--- src/rtl/npu_result_reader.sv ---
// rtl/npu_result_reader.sv - streams NUM_BYTES result bytes from memory to the host as big-endian 32-bit words
// Optional running byte checksum enabled by defining NPU_READER_CHECKSUM_EN.
module npu_result_reader #(
   parameter int NUM_BYTES = 5408,
   parameter int ADDR_W    = 14
) (
   input  logic              clk,
   input  logic              reset,
   input  logic [31:0]       control_reg,
   output logic [ADDR_W-1:0] mem_addr,
   input  logic [7:0]        mem_rdata,
   output logic [31:0]       readdata,
   output logic              rd_valid,
   input  logic              rd_ready,
   output logic              done,
   output logic [31:0]       checksum
);
   localparam int             PW       = ADDR_W + 1;
   localparam logic [31:0]    CMD_READ = 32'h4;
   localparam logic [PW-1:0]  TOTAL    = PW'(NUM_BYTES);
   localparam logic [PW-1:0]  WORD     = PW'(4);

   typedef enum logic [1:0] {IDLE, FETCH, HOLD, DONE} state_t;
   state_t state, state_nx;

   logic [PW-1:0] ptr;
   logic [PW-1:0] remain;
   logic [PW-1:0] next_ptr;
   logic [2:0]    phase;
   logic [2:0]    word_len;
   logic          prev_is_cmd;
   logic          armed;
   logic          is_cmd;
   logic          start;
   logic          abort;
   logic          xfer;
   logic          last_word;
   logic          cap_en;
   logic [7:0]    cap_byte;

   // armed blocks a start until control_reg has been seen away from the command after reset
   assign is_cmd    = (control_reg == CMD_READ);
   assign start     = is_cmd && !prev_is_cmd && armed;
   assign abort     = (control_reg == 32'h0);
   assign xfer      = rd_valid && rd_ready;
   assign remain    = TOTAL - ptr;
   assign next_ptr  = ptr + WORD;
   assign last_word = (remain <= WORD);
   assign word_len  = (remain >= WORD) ? 3'd4 : remain[2:0];

   // phase 1..4 captures byte lane phase-1; lanes past the end of the data are zero-filled
   assign cap_en    = (state == FETCH) && !abort && (phase != 3'd0) && (phase <= 3'd4)
                      && ((phase - 3'd1) < word_len);
   assign cap_byte  = cap_en ? mem_rdata : 8'h00;
   assign done      = (state == DONE);

   always_ff @(posedge clk or negedge reset) begin
      if (!reset) state <= IDLE;
      else        state <= state_nx;
   end

   always_comb begin
      state_nx = state;
      case (state)
         IDLE:  if (start) state_nx = FETCH;
         FETCH: begin
            if (abort)                  state_nx = IDLE;
            else if (phase == 3'd4)     state_nx = HOLD;
         end
         HOLD: begin
            if (abort)                  state_nx = IDLE;
            else if (xfer)              state_nx = last_word ? DONE : FETCH;
         end
         DONE:  if (!is_cmd) state_nx = IDLE;
         default:                       state_nx = IDLE;
      endcase
   end

   always_ff @(posedge clk or negedge reset) begin
      if (!reset) begin
         mem_addr    <= '0;
         readdata    <= '0;
         rd_valid    <= 1'b0;
         ptr         <= '0;
         phase       <= '0;
         prev_is_cmd <= 1'b0;
         armed       <= 1'b0;
      end else begin
         prev_is_cmd <= is_cmd;
         if (!is_cmd) armed <= 1'b1;
         case (state)
            IDLE: begin
               if (start) begin
                  ptr      <= '0;
                  phase    <= '0;
                  mem_addr <= '0;
               end
            end
            FETCH: begin
               if (!abort) begin
                  phase <= phase + 3'd1;
                  if ((phase < 3'd4) && ((phase + 3'd1) < word_len))
                     mem_addr <= mem_addr + ADDR_W'(1);
                  case (phase)
                     3'd1:    readdata[31:24] <= cap_byte;
                     3'd2:    readdata[23:16] <= cap_byte;
                     3'd3:    readdata[15:8]  <= cap_byte;
                     3'd4:    readdata[7:0]   <= cap_byte;
                     default: ;
                  endcase
                  if (phase == 3'd4) rd_valid <= 1'b1;
               end
            end
            HOLD: begin
               if (abort) begin
                  rd_valid <= 1'b0;
               end else if (xfer) begin
                  rd_valid <= 1'b0;
                  ptr      <= next_ptr;
                  if (!last_word) begin
                     mem_addr <= next_ptr[ADDR_W-1:0];
                     phase    <= '0;
                  end
               end
            end
            default: ;
         endcase
      end
   end

`ifdef NPU_READER_CHECKSUM_EN
   logic [31:0] sum_q;

   always_ff @(posedge clk or negedge reset) begin
      if (!reset)                       sum_q <= '0;
      else if ((state == IDLE) && start) sum_q <= '0;
      else if (cap_en)                  sum_q <= sum_q + {24'd0, mem_rdata};
   end

   assign checksum = sum_q;
`else
   assign checksum = '0;
`endif

endmodule

--- config.mk ---
export PLATFORM = sky130hd
export DESIGN_NAME = npu_result_reader
export DESIGN_NICKNAME = d
export VERILOG_FILES = /design/src/rtl/npu_result_reader.sv
export SDC_FILE = /design/constraint.sdc
export NUM_CORES = 1
export LEC_CHECK = 0
export ABC_AREA = 1
export BUFFER_PORTS_ARGS = -buffer_cell sky130_fd_sc_hd__buf_4
export CAP_MARGIN = 20
export CORE_ASPECT_RATIO = 0.8
export CORE_MARGIN = 3
export CORE_UTILIZATION = 55
export CTS_CLUSTER_DIAMETER = 120
export CTS_CLUSTER_SIZE = 10
export DETAILED_ROUTE_END_ITERATION = 8
export PLACE_DENSITY = 0.83
export SETUP_SLACK_MARGIN = 0.02
export SYNTH_ARGS = -nofsm -noshare
export SYNTH_HDL_FRONTEND = slang
export SYNTH_SLANG_ARGS = --single-unit
--- constraint.sdc ---
create_clock -name clk -period 4.4 [get_ports clk]
set_input_delay 0.66 -clock clk [delete_from_list [all_inputs] [get_ports clk]]
set_output_delay 0.66 -clock clk [all_outputs]
set_load 0.05 [all_outputs]
After elaboration in Yosys (flattened, before gate mapping)
Cells that the tools add are included.
Widths: inputs -> output; s select.

operators by class
  $add $sub $neg = 5
  $mul = 0
  div/mod/pow operators = 0
  $lt $le $gt $ge = 6
  equal/unequal tests = 18
  shift operators = 0
  muxes and demuxes = 32
  bitwise logic cells = 1
  reductions and logical operators = 25

operators by type and width
  cell                    count
  $mux 14                 6
  $mux 15                 3
  $pmux 14 s3             1
  $eq 32x3->1 const B     1
  $logic_not 32->1        1
  $pmux 15 s2             1
  $mux 3                  6
  $add 15x3->15 const B   1
  $ge 15x3->1 const B     1
  $le 15x3->1 const B     1
  $sub 13x15->15 const A  1
  $add 14x1->14 const B   1
  $mux 2                  7
  $ne 2x2->1 const B      6
  $reduce_and 3->1        4
  $reduce_and 4->1        3
  $pmux 3 s3              1
  $logic_and 1x1->1       8
  $mux 8                  1
  $pmux 2 s4              1
  $reduce_and 7->1        1
  $eq 3x2->1 const B      2
  $lt 3x3->1              2
  $reduce_and 6->1        1
  18 further kinds        26

word-level totals
  register bits after elaboration = 69
  latch bits = 0
  RAM bits = 0
  memory bits (read-only) = 0
  input port bits = 43
  output and inout bits = 80
  word-level logic and storage cells = 98
  memories kept = 0

Longest topological paths before layout
Gate-level depths: netlist of run 1.

  depth after elaboration = 8
  gate-level depth with buffers = 20

Worst setup path after synthesis of run 1
No wires, ideal clock.

  path kind = reg-to-reg
  start point = register ptr[2]
  end point = register mem_addr[5]
  library setup time = 0.120 ns
  arrival = 2.561 ns
  required time = 4.280 ns
  setup slack = 1.719 ns
  cell stages (with the launch flop) = 19
  path buffers = 1
  cell sequence = dfrtp_1 inv_1 ha_1 nand2_1 a21oi_2 nand2_1 nand2_1 nand2_1 nand2_1 nand2_1 nor4_1 ha_1 nor2_1 a21oi_1 nor2_4 nand3_4 buf_6 nand2_1 nand2_1

between the ends
  word-level cells in the longest chain between the ends = 7
  elaborated cells between the ends (all ways) = 14

ends and longest elaborated chain
  element                            RTL line  text
  start: declaration                 26        logic [PW-1:0] ptr;
  start signal: assignment           119       ptr <= next_ptr;
  $sub 13x15->15                     46        assign remain = TOTAL - ptr;
  $ge 15x3->1                        49        assign word_len = (remain >= WORD) ? 3'd4 : remain[2:0];
  $mux 3                             49
  $lt 3x3->1                         102       if ((phase < 3'd4) && ((phase + 3'd1) < word_len))
  $logic_and 1x1->1                  102
  $ne 2x1->1 (no source line)        n/a
  $reduce_and 7->1 (no source line)  n/a
  end signal: assignment             103       mem_addr <= mem_addr + ADDR_W'(1);
  end signal: assignment             121       mem_addr <= next_ptr[ADDR_W-1:0];
  end: declaration                   10        output logic [ADDR_W-1:0] mem_addr,

Several ways; a longest one is shown, not always the timed one. The select of a mux whose other input is x is not followed.
A chain may end at the register's enable or synchronous reset.

Worst setup path after layout of run 1
  start point = register ptr[2]
  end point = register mem_addr[10]

The elaborated chain is that of the path after synthesis.

==> results.py, run 1 <==
metrics = {
    "run_status": {
        "status": "finished, final reports clean",
    },
    "power_and_ir_drop": {
        "p_comb_share_pct": 52.2,
        "p_seq_share_pct": 29.0,
        "p_sw_mw": 1.543,
        "pwr-share-clk_pct": 18.7,
        "swShare_pct": 48.70,
        "peakVddDrop_uv": 512.9,
        "leakage_nw": 2.725,
        "p_int_mw": 1.626,
        "p_per_area_nw_per_um2": 586.1,
        "finalPower_mw": 3.169,
    },
    "timing": {
        "tightest_slew_ps": 950.4,
        "tns_ps": 0,
        "slew_headroom_pct": 36.46,
        "final.min_clock_period_ps": 3402,
        "max_freq_ghz": 0.2940,
        "final-max-slew-violation-count": 0,
        "rsz0062_at_grt": "no",
        "finalSetupViolations": 0,
        "clock-skew-final_ps": 7.918,
        "fin_crit_sh_pct": 77.31,
        "final_hold_viol_count": 0,
    },
    "cts": {
        "cts_hold_buf": 0,
        "cts.sinks": 67,
        "clockBufferDepth": 2,
        "clk_pin_slew_worst_paths_ps": 70,
        "clock-root-buffer": "clkbuf_8",
        "post_cts_buffers": 0,
        "clock_latency_ps": 350,
        "cts_made_buffers": 9,
        "cts_tree": "yes",
        "cts_resized": 0,
        "htreeDepth": 3,
    },
    "layout": {
        "final_util_pct": 67.73,
        "fin_cells": 803,
        "final_net_count": 751,
        "diodes": 0,
        "areaGrowthSynthToFinish_pct": 18.45,
        "drive_gt1_share_pct": 23.02,
    },
    "global_routing": {
        "gr-total-overflow": 0,
        "grt_pass1_wl_um": 19150,
        "grt_usage_pct": 25.69,
        "grt_max_degree": 68,
        "grt_pass1_vias": 3993,
        "antenna_found_initial": 0,
    },
    "die": {
        "dieArea_um2": 9435,
        "core_um2": 7983,
        "row_count": 29,
        "die_w_um": 107.9,
        "initial_core_util_pct": 57.18,
        "io_pins": 123,
        "die_y_um": 87.48,
    },
    "critical_path": {
        "cp-end-kind": "flop",
        "cp.required_ps": 4640,
        "r2r-start": "ptr[2]$_DFFE_PN0P_",
        "cp_top_family": "simple AND/OR/NAND/NOR gates",
        "worstPathArrival_ps": 3640,
        "r2r_cells": 17,
        "ff2ff_setup_slack_ps": 1000,
        "worst-path-max-fanout": 15,
        "timing.rr.end": "mem_addr[10]$_DFFE_PN0P_",
        "path_cells": "inv_1 -> ha_1 -> nand2_1 -> a21oi_2 -> nand2_1 -> nand2_1 -> nand2_1 -> nand2_1 -> nand2_1 -> nor4_1 -> ha_1 -> nor2_1 -> a21oi_1 -> nor2_4 -> nand3_4 -> nand2_1 -> nand2_1",
        "path_class": "flop to flop",
        "critical_path.most_common_cell": "nand2_1",
        "start_kind": "flop",
        "worst-path-buf-inv": 1,
        "crit_slowest_cell": "nor4_1",
        "slowest_delay_ps": 510,
    },
    "yosys": {
        "yosysWarningCount": 0,
        "synth-seq-cells": 67,
        "syn-cell-area_um2": 4564,
        "async_flop_share_pct": 100.0,
        "syn_inst": 605,
        "synth_cell_types": 34,
        "synth-seq-area-share_pct": 36.73,
        "synth_edf_count": 0,
        "syn_avg_cell_area_um2": 7.544,
        "synth_flop_cell": "dfrtp_1",
    },
    "route": {
        "viasPerCell": 5.299,
        "drtIter0Drc": 341,
        "routed_wl_um": 11690,
        "num_vias": 4255,
        "wire_per_inst_um": 14.55,
        "drc_errors": 0,
        "ant_nets": 0,
        "firstDrtPassIters": 6,
    },
    "job": {
        "cap_violations": 0,
    },
    "placement": {
        "dpl.cell_count": 787,
        "place.gp.congestion": 0.8995,
        "portBuffers": 90,
        "place_hpwl_um": 8776,
    },
    "worst_hold_path": {
        "hold_path_class": "input pin to async pin",
    },
}
## power groups by stage
stage	registers, mW	clock network [mW]	logic (mW)
floorplan	1.43	0	0.708
detailed placement	0.928	0	1.64
global placement	0.919	0	1.59
CTS	0.919	0.601	1.65
finish	0.920	0.594	1.66
global route	0.942	0.635	1.77
## flip-flops by register name (all words and copies together) (netlist names)
name	count
readdata	32
ptr	13
armed	1
phase	3
mem_addr	14
prev_is_cmd	1
state	2
rd_valid	1
## area by class of cell
type / count / area [µm²]
Clock buffer: 11 / 151.4
Inverter: 64 / 240.2
Multi-Input combinational cell: 458 / 2444
Clock inverter: 5 / 83.83
Tap cell: 108 / 135.1
Fill cell: 650 / 2576
Timing Repair Buffer: 90 / 675.6
Sequential cell: 67 / 1677
## how the worst max path moves through the flow
stage / end / start / depth (start not counted)
2_1_floorplan: mem_addr[5]$_DFFE_PN0P_ / ptr[2]$_DFFE_PN0P_ / 18
3_3_place_gp: mem_addr[11]$_DFFE_PN0P_ / ptr[2]$_DFFE_PN0P_ / 17
3_5_place_dp: mem_addr[10]$_DFFE_PN0P_ / ptr[2]$_DFFE_PN0P_ / 17
4_1_cts: mem_addr[10]$_DFFE_PN0P_ / ptr[2]$_DFFE_PN0P_ / 17
5_1_grt: mem_addr[13]$_DFFE_PN0P_ / ptr[2]$_DFFE_PN0P_ / 17
6_report: mem_addr[10]$_DFFE_PN0P_ / ptr[2]$_DFFE_PN0P_ / 17
## logic make-up after synthesis
logic type	count (synthesis)	share of synthesized area (%)
other	1	0.08216
XOR/XNOR	2	0.3838
AO/OA/AOI/OAI	68	7.868
buffers and inverters	111	12.28
multiplexers	32	7.895
flip-flops	67	36.73
adder cells (fa/ha/maj)	18	4.934
AND/OR/NAND/NOR	306	29.82
## synthesized netlist by cell type, types with 6 or more instances
library cell	instances	share of area, %
a21oi_1	24	2.6
inv_1	60	4.9
nand2_1	146	12
buf_4	34	5.6
buf_2	7	0.77
ha_1	18	4.9
o21ai_0	39	4.3
mux2_2	32	7.9
nor2_1	71	5.8
nand3_1	40	4.4
dfrtp_1	67	37
nor3_1	6	0.66
nand4_1	22	3.0
## layer usage
metal / global-route usage [%] / up-vias / part of all wire, %
li1: - / 2070 / -
met1: 35.58 / 2007 / 43
met2: 41.48 / 158 / 49
met3: 5.560 / 20 / 6.4
met4: 6.078 / 0 / 1.6
met5: 0 / - / 0
## stage by stage
stage | instance area [µm²] | setup WS [ps] | hold WS [ps]
2_1_floorplan | 4681 | 1719 | 364.4
3_3_place_gp | 5171 | 1216 | 432.5
3_5_place_dp | 5171 | 1044 | 448.7
4_1_cts | 5406 | 970.7 | 444.2
5_1_grt | 5406 | 628.4 | 464.3
6_report | 5406 | 998.2 | 410.5
## layout by cell type, fill, tap and decap left out, types with 3 or more instances in the layout
master / Yosys / final
nand3_1: 40 / 40
o21ai_0: 39 / 39
a21oi_1: 24 / 24
nand2_1: 146 / 146
mux2_2: 32 / 32
inv_1: 60 / 60
or2_2: 3 / 3
dfrtp_1: 67 / 67
nor2_2: 5 / 5
ha_1: 18 / 18
clkbuf_8: 0 / 11
buf_4: 34 / 90
nand4_1: 22 / 22
inv_2: 3 / 3
nor2_1: 71 / 71
conb_1: 1 / 32
nor3_1: 6 / 6
Note: power is estimated with default switching activity, not from simulation.
==> run 2: changes to the inputs <==
ABC_AREA = 0   (was 1)
CORE_UTILIZATION = 53   (was 55)
PLACE_DENSITY = 0.81   (was 0.83)
clock period = 3.6 ns   (was 4.4 ns; I/O delays follow)
==> results.py, run 2 <==
metrics = {
    "die": {
        "dieArea_um2": 9059,
        "core_um2": 7567,
        "row_count": 28,
        "io_pins": 123,
        "initial_core_util_pct": 55.65,
        "die_y_um": 85.73,
        "die_w_um": 105.7,
    },
    "route": {
        "drc_errors": 0,
        "drtIter0Drc": 373,
        "wire_per_inst_um": 17.73,
        "firstDrtPassIters": 5,
        "ant_nets": 0,
        "num_vias": 3794,
        "routed_wl_um": 11540,
        "viasPerCell": 5.828,
    },
    "global_routing": {
        "grt_max_degree": 68,
        "grt_usage_pct": 24.85,
        "grt_pass1_vias": 3716,
        "antenna_found_initial": 0,
        "gr-total-overflow": 0,
        "grt_pass1_wl_um": 18180,
    },
    "power_and_ir_drop": {
        "finalPower_mw": 1.521,
        "p_comb_share_pct": 8.6,
        "p_sw_uw": 413.3,
        "p_int_mw": 1.108,
        "p_seq_share_pct": 49.5,
        "leakage_nw": 2.634,
        "pwr-share-clk_pct": 42.0,
        "peakVddDrop_uv": 170.0,
        "swShare_pct": 27.18,
        "p_per_area_nw_per_um2": 274.1,
    },
    "yosys": {
        "synth_top_area_share_pct": 39.81,
        "async_flop_share_pct": 100.0,
        "synth-seq-cells": 67,
        "syn_inst": 429,
        "synth_flop_cell": "dfrtp_1",
        "yosys.area.top_type": "dfrtp_1",
        "syn_avg_cell_area_um2": 9.817,
        "yosysWarningCount": 0,
        "syn-cell-area_um2": 4212,
        "synth_cell_types": 59,
        "ys_top_cells_by_area": "dfrtp_1 (40%), mux2_2 (7.8%), buf_4 (5.7%)",
        "synth_common_cells": "dfrtp_1 (67), nand2_1 (41), buf_4 (32)",
        "synth_most_common_cell": "dfrtp_1",
        "synth-seq-area-share_pct": 39.81,
        "synth_edf_count": 0,
    },
    "layout": {
        "drive_gt1_share_pct": 37.73,
        "layout_common_cells": "buf_4 (118), dfrtp_1 (67), nand2_1 (41)",
        "mostFrequentLayoutCell": "buf_4",
        "diodes": 0,
        "top_register": "readdata",
        "largestRegisters": "readdata (32), mem_addr (14), ptr (13)",
        "largest_reg_flops": 32,
        "areaGrowthSynthToFinish_pct": 31.76,
        "final_net_count": 602,
        "fin_area_um2": 5549,
    },
    "critical_path": {
        "worstPathArrival_ps": 3880,
        "worst-path-max-fanout": 8,
        "path_class": "flop to flop",
        "start_kind": "flop",
        "cp.required_ps": 3890,
        "cp-end-kind": "flop",
    },
    "timing": {
        "clock-skew-final_ps": 9.956,
        "tns_ps": 0,
        "setup_slack_ps": 8.306,
        "final-max-slew-violation-count": 0,
        "max_freq_ghz": 0.2784,
        "rsz0062_at_grt": "yes",
        "finalSetupViolations": 0,
        "final_hold_viol_count": 0,
        "tightest_slew_ps": 842.1,
        "fin_crit_sh_pct": 99.77,
        "final.min_clock_period_ps": 3592,
        "slew_headroom_pct": 43.86,
    },
    "placement": {
        "placed_area_um2": 5019,
        "place_ws_ps": -84.57,
        "portBuffers": 90,
        "place_hpwl_um": 7851,
        "place.gp.congestion": 0.9160,
    },
    "job": {
        "cap_violations": 0,
    },
    "cts": {
        "clock_latency_ps": 350,
        "cts.sinks": 67,
        "cts_tree": "yes",
        "htreeDepth": 3,
        "clockBufferDepth": 2,
        "clk_pin_slew_worst_paths_ps": 80,
        "clock-root-buffer": "clkbuf_8",
        "cts_made_buffers": 9,
    },
    "worst_hold_path": {
        "hold_path_class": "input pin to async pin",
    },
    "run_status": {
        "status": "finished, final reports clean",
    },
}
run 2: cell count changes after synthesis, moves of 17 or more:
cell / previous run / this run
nand2_1: 146 / 41
inv_1: 60 / 21
o21ai_0: 39 / 21
a21oi_1: 24 / 7
nor2_1: 71 / 13
nand3_1: 40 / 13
run 2: cell type report:
| class | instances | area [µm²] |
|---|---|---|
| Inverter | 21 | 78.83 |
| Fill cell | 494 | 2018 |
| Sequential cell | 67 | 1677 |
| Timing Repair Buffer | 122 | 924.6 |
| Clock inverter | 7 | 77.57 |
| Multi-Input combinational cell | 320 | 2536 |
| Tap cell | 105 | 131.4 |
| Clock buffer | 9 | 123.9 |
run 2: final timing paths:
| check | startpoint | end | slack [ps] | cells after the start |
|---|---|---|---|---|
| worst max-delay path | ptr[7]$_DFFE_PN0P_ | readdata[3]$_DFFE_PN0P_ | 8 | 13 |
| worst min-delay path | reset | ptr[8]$_DFFE_PN0P_ | 290 | 1 |
| worst max register to register | ptr[7]$_DFFE_PN0P_ | readdata[3]$_DFFE_PN0P_ | 8 | 13 |
| worst min register to register | armed$_DFFE_PN0N_ | armed$_DFFE_PN0N_ | 470 | 1 |
| max in group asynchronous | reset | readdata[11]$_DFFE_PN0P_ | 2760 | 1 |
| min in group clk | mem_rdata[4] | readdata[12]$_DFFE_PN0P_ | 420 | 2 |
run 2: worst max-delay path, stage by stage (launching register included):
cell       delay, ps
dfrtp_1          380
or3_4            410
a211oi_2         240
nand2_1          130
a2111oi_4        370
nor2_1            70
or4b_4           530
nor4_4           220
buf_4            180
ha_4             200
nor4_4           260
buf_6            180
and3_4           200
mux2_4           140
run 2: cell families after synthesis:
group | Yosys count | share of synthesized area [%]
AND/OR/NAND/NOR | 141 | 18.36
AO/OA/AOI/OAI | 85 | 15.63
buffers and inverters | 73 | 9.774
flip-flops | 67 | 39.81
multiplexers | 33 | 8.705
adder cells (fa/ha/maj) | 18 | 5.348
XOR/XNOR | 11 | 2.288
other | 1 | 0.08904
run 2: per-stage QoR:
stage                     std cells  util, %  hold slack (ps)
after floorplan                 460        -            244.4
after detailed placement        627    66.32            452.9
final                           651    73.33            293.5
after global placement          627    66.32            443.1
after global routing            651    73.33            360.1
after CTS                       646    70.42            325.7
run 2: per-layer routing:
layer | global-route usage, % | routed length, µm | vias up
li1 | - | - | 1723
met1 | 32.55 | 4684 | 1833
met2 | 41.67 | 5714 | 220
met3 | 5.869 | 990 | 18
met4 | 7.059 | 153 | 0
met5 | 0 | 0 | -
run 2: power groups by stage:
stage	clock network (mW)	registers [mW]	logic (mW)
floorplan	0	0.768	0.104
global placement	0	0.767	0.128
detailed placement	0	0.767	0.129
CTS	0.646	0.752	0.130
global route	0.683	0.752	0.139
finish	0.638	0.752	0.130
run 2: repair_timing:
action                                  CTS  global route
endpoints found under the setup margin   43            46
pin swaps                                 9            22
hold buffers                              0             0
gates resized for setup                  16            38
gates cloned                              0             1
setup buffers                             3             4
==> run 3: changes to the inputs <==
==> constraint.sdc (replaced) <==
create_clock -name clk -period 3.6 [get_ports clk]
set_input_delay 0.9 -clock clk [delete_from_list [all_inputs] [get_ports clk]]
set_output_delay 0.9 -clock clk [all_outputs]
set_load 0.05 [all_outputs]
==> results.py, run 3 (synthesis gave the netlist of run 2 again) <==
metrics = {
    "run_status": {
        "status": "finished, final reports clean",
    },
    "global_routing": {
        "grt_pass1_wl_um": 17940,
        "gr-total-overflow": 0,
        "grt_usage_pct": 24.58,
        "antenna_found_initial": 0,
        "grt_pass1_vias": 3692,
        "grt_max_degree": 68,
    },
    "worst_hold_path": {
        "hold_path_class": "flop to flop",
        "hold_depth": 1,
    },
    "layout": {
        "mostFrequentLayoutCell": "buf_4",
        "diodes": 0,
        "largest_reg_flops": 32,
        "final_net_count": 598,
        "drive_gt1_share_pct": 36.53,
        "top_register": "readdata",
        "largestRegisters": "readdata (32), mem_addr (14), ptr (13)",
        "layout_common_cells": "buf_4 (113), dfrtp_1 (67), nand2_1 (41)",
        "areaGrowthSynthToFinish_pct": 30.09,
    },
    "timing": {
        "final.min_clock_period_ps": 3589,
        "fin_crit_sh_pct": 99.69,
        "slew_headroom_pct": 31.78,
        "final-max-slew-violation-count": 0,
        "max_freq_ghz": 0.2786,
        "tns_ps": 0,
        "rsz0062_at_grt": "yes",
        "final_hold_viol_count": 0,
        "tightest_slew_ps": 1023,
        "clock-skew-final_ps": 7.547,
        "finalSetupViolations": 0,
    },
    "cts": {
        "clock-root-buffer": "clkbuf_8",
        "clock_latency_ps": 350,
        "cts.sinks": 67,
        "htreeDepth": 3,
        "cts_hold_buf": 0,
        "cts_tree": "yes",
        "clk_pin_slew_worst_paths_ps": 80,
        "clockBufferDepth": 2,
        "cts_made_buffers": 9,
    },
    "die": {
        "dieArea_um2": 9059,
        "core_um2": 7567,
        "row_count": 28,
        "io_pins": 123,
        "die_y_um": 85.73,
        "die_w_um": 105.7,
        "initial_core_util_pct": 55.65,
    },
    "critical_path": {
        "cp-end-kind": "flop",
        "worst-path-max-fanout": 3,
        "worstPathArrival_ps": 3820,
        "start_kind": "flop",
        "path_class": "flop to flop",
        "r2r_cells": 13,
        "cp.required_ps": 3830,
    },
    "route": {
        "wire_per_inst_um": 17.45,
        "ant_nets": 0,
        "firstDrtPassIters": 5,
        "met2_length_um": 5442,
        "drc_errors": 0,
        "wl_met1_um": 4721,
        "top_layer": "met4",
        "viasPerCell": 5.940,
        "drtIter0Drc": 398,
        "met3WireLength_um": 907,
        "num_vias": 3843,
        "routed_wl_um": 11290,
    },
    "job": {
        "cap_violations": 0,
    },
    "placement": {
        "place_hpwl_um": 8038,
        "place.gp.congestion": 0.8898,
        "portBuffers": 90,
    },
    "power_and_ir_drop": {
        "p_per_area_nw_per_um2": 278.1,
        "peakVddDrop_uv": 183.5,
        "leakage_nw": 2.596,
        "finalPower_mw": 1.523,
    },
}
==> run 3: repair_timing <==
| item | CTS | global route |
|---|---|---|
| resized for setup | 7 | 41 |
| setup buffers | 2 | 1 |
| cloned | 0 | 1 |
| pin swaps | 1 | 14 |
| setup endpoints to repair | 46 | 45 |
==> run 3: area by class of cell <==
class,instances,area [µm²]
Tap cell,105,131.4
Multi-Input combinational cell,321,2499
Sequential cell,67,1677
Timing Repair Buffer,117,893.4
Clock inverter,7,76.32
Inverter,21,78.83
Clock buffer,9,123.9
Fill cell,512,2088
==> run 3: power by group <==
part,internal (mW),switching (mW)
combinational,0.0312,0.0989
clock,0.324,0.317
sequential,0.752,0.000212
==> run 3: critical path, stage by stage, from the launching register on <==
cell and delay, ps:
dfrtp_1 380, or3_4 410, a211oi_2 250, nand2_1 130
a2111oi_4 340, nor2_1 90, or4b_4 540, nor4_4 210
ha_1 310, o31ai_4 280, buf_6 180, buf_6 100
o2111ai_2 80, o2bb2ai_1 170
==> run 3: layer usage <==
layer,track usage [%],vias up
met2,40.51,216
met3,6.998,28
met4,7.882,0
met1,31.63,1872
li1,-,1727
met5,0,-
==> run 3: path summary, 6_finish.rpt <==
path                       slack [ps]                      end               start
min reg2reg                       460        armed$_DFFE_PN0N_   armed$_DFFE_PN0N_
min                               460        armed$_DFFE_PN0N_   armed$_DFFE_PN0N_
max                                10  mem_addr[2]$_DFFE_PN0P_  ptr[6]$_DFFE_PN0P_
min in group asynchronous         620      ptr[11]$_DFFE_PN0P_               reset
max in group asynchronous        2370    prev_is_cmd$_DFF_PN0_               reset
max reg2reg                        10  mem_addr[2]$_DFFE_PN0P_  ptr[6]$_DFFE_PN0P_
==> run 3: through the flow <==
| step | setup slack, ps | hold WS (ps) | cell area [µm²] | cells | util (%) |
|---|---|---|---|---|---|
| floorplan | 31.33 | 425.8 | 4374 | 460 | - |
| global placement | 42.23 | 442.8 | 5019 | 627 | 66.32 |
| detailed placement | -188.8 | 446.3 | 5019 | 627 | 66.32 |
| CTS | 23.93 | 463.4 | 5283 | 645 | 69.81 |
| global route | -121.1 | 475.4 | 5479 | 647 | 72.40 |
| finish | 11.22 | 458.3 | 5479 | 647 | 72.40 |
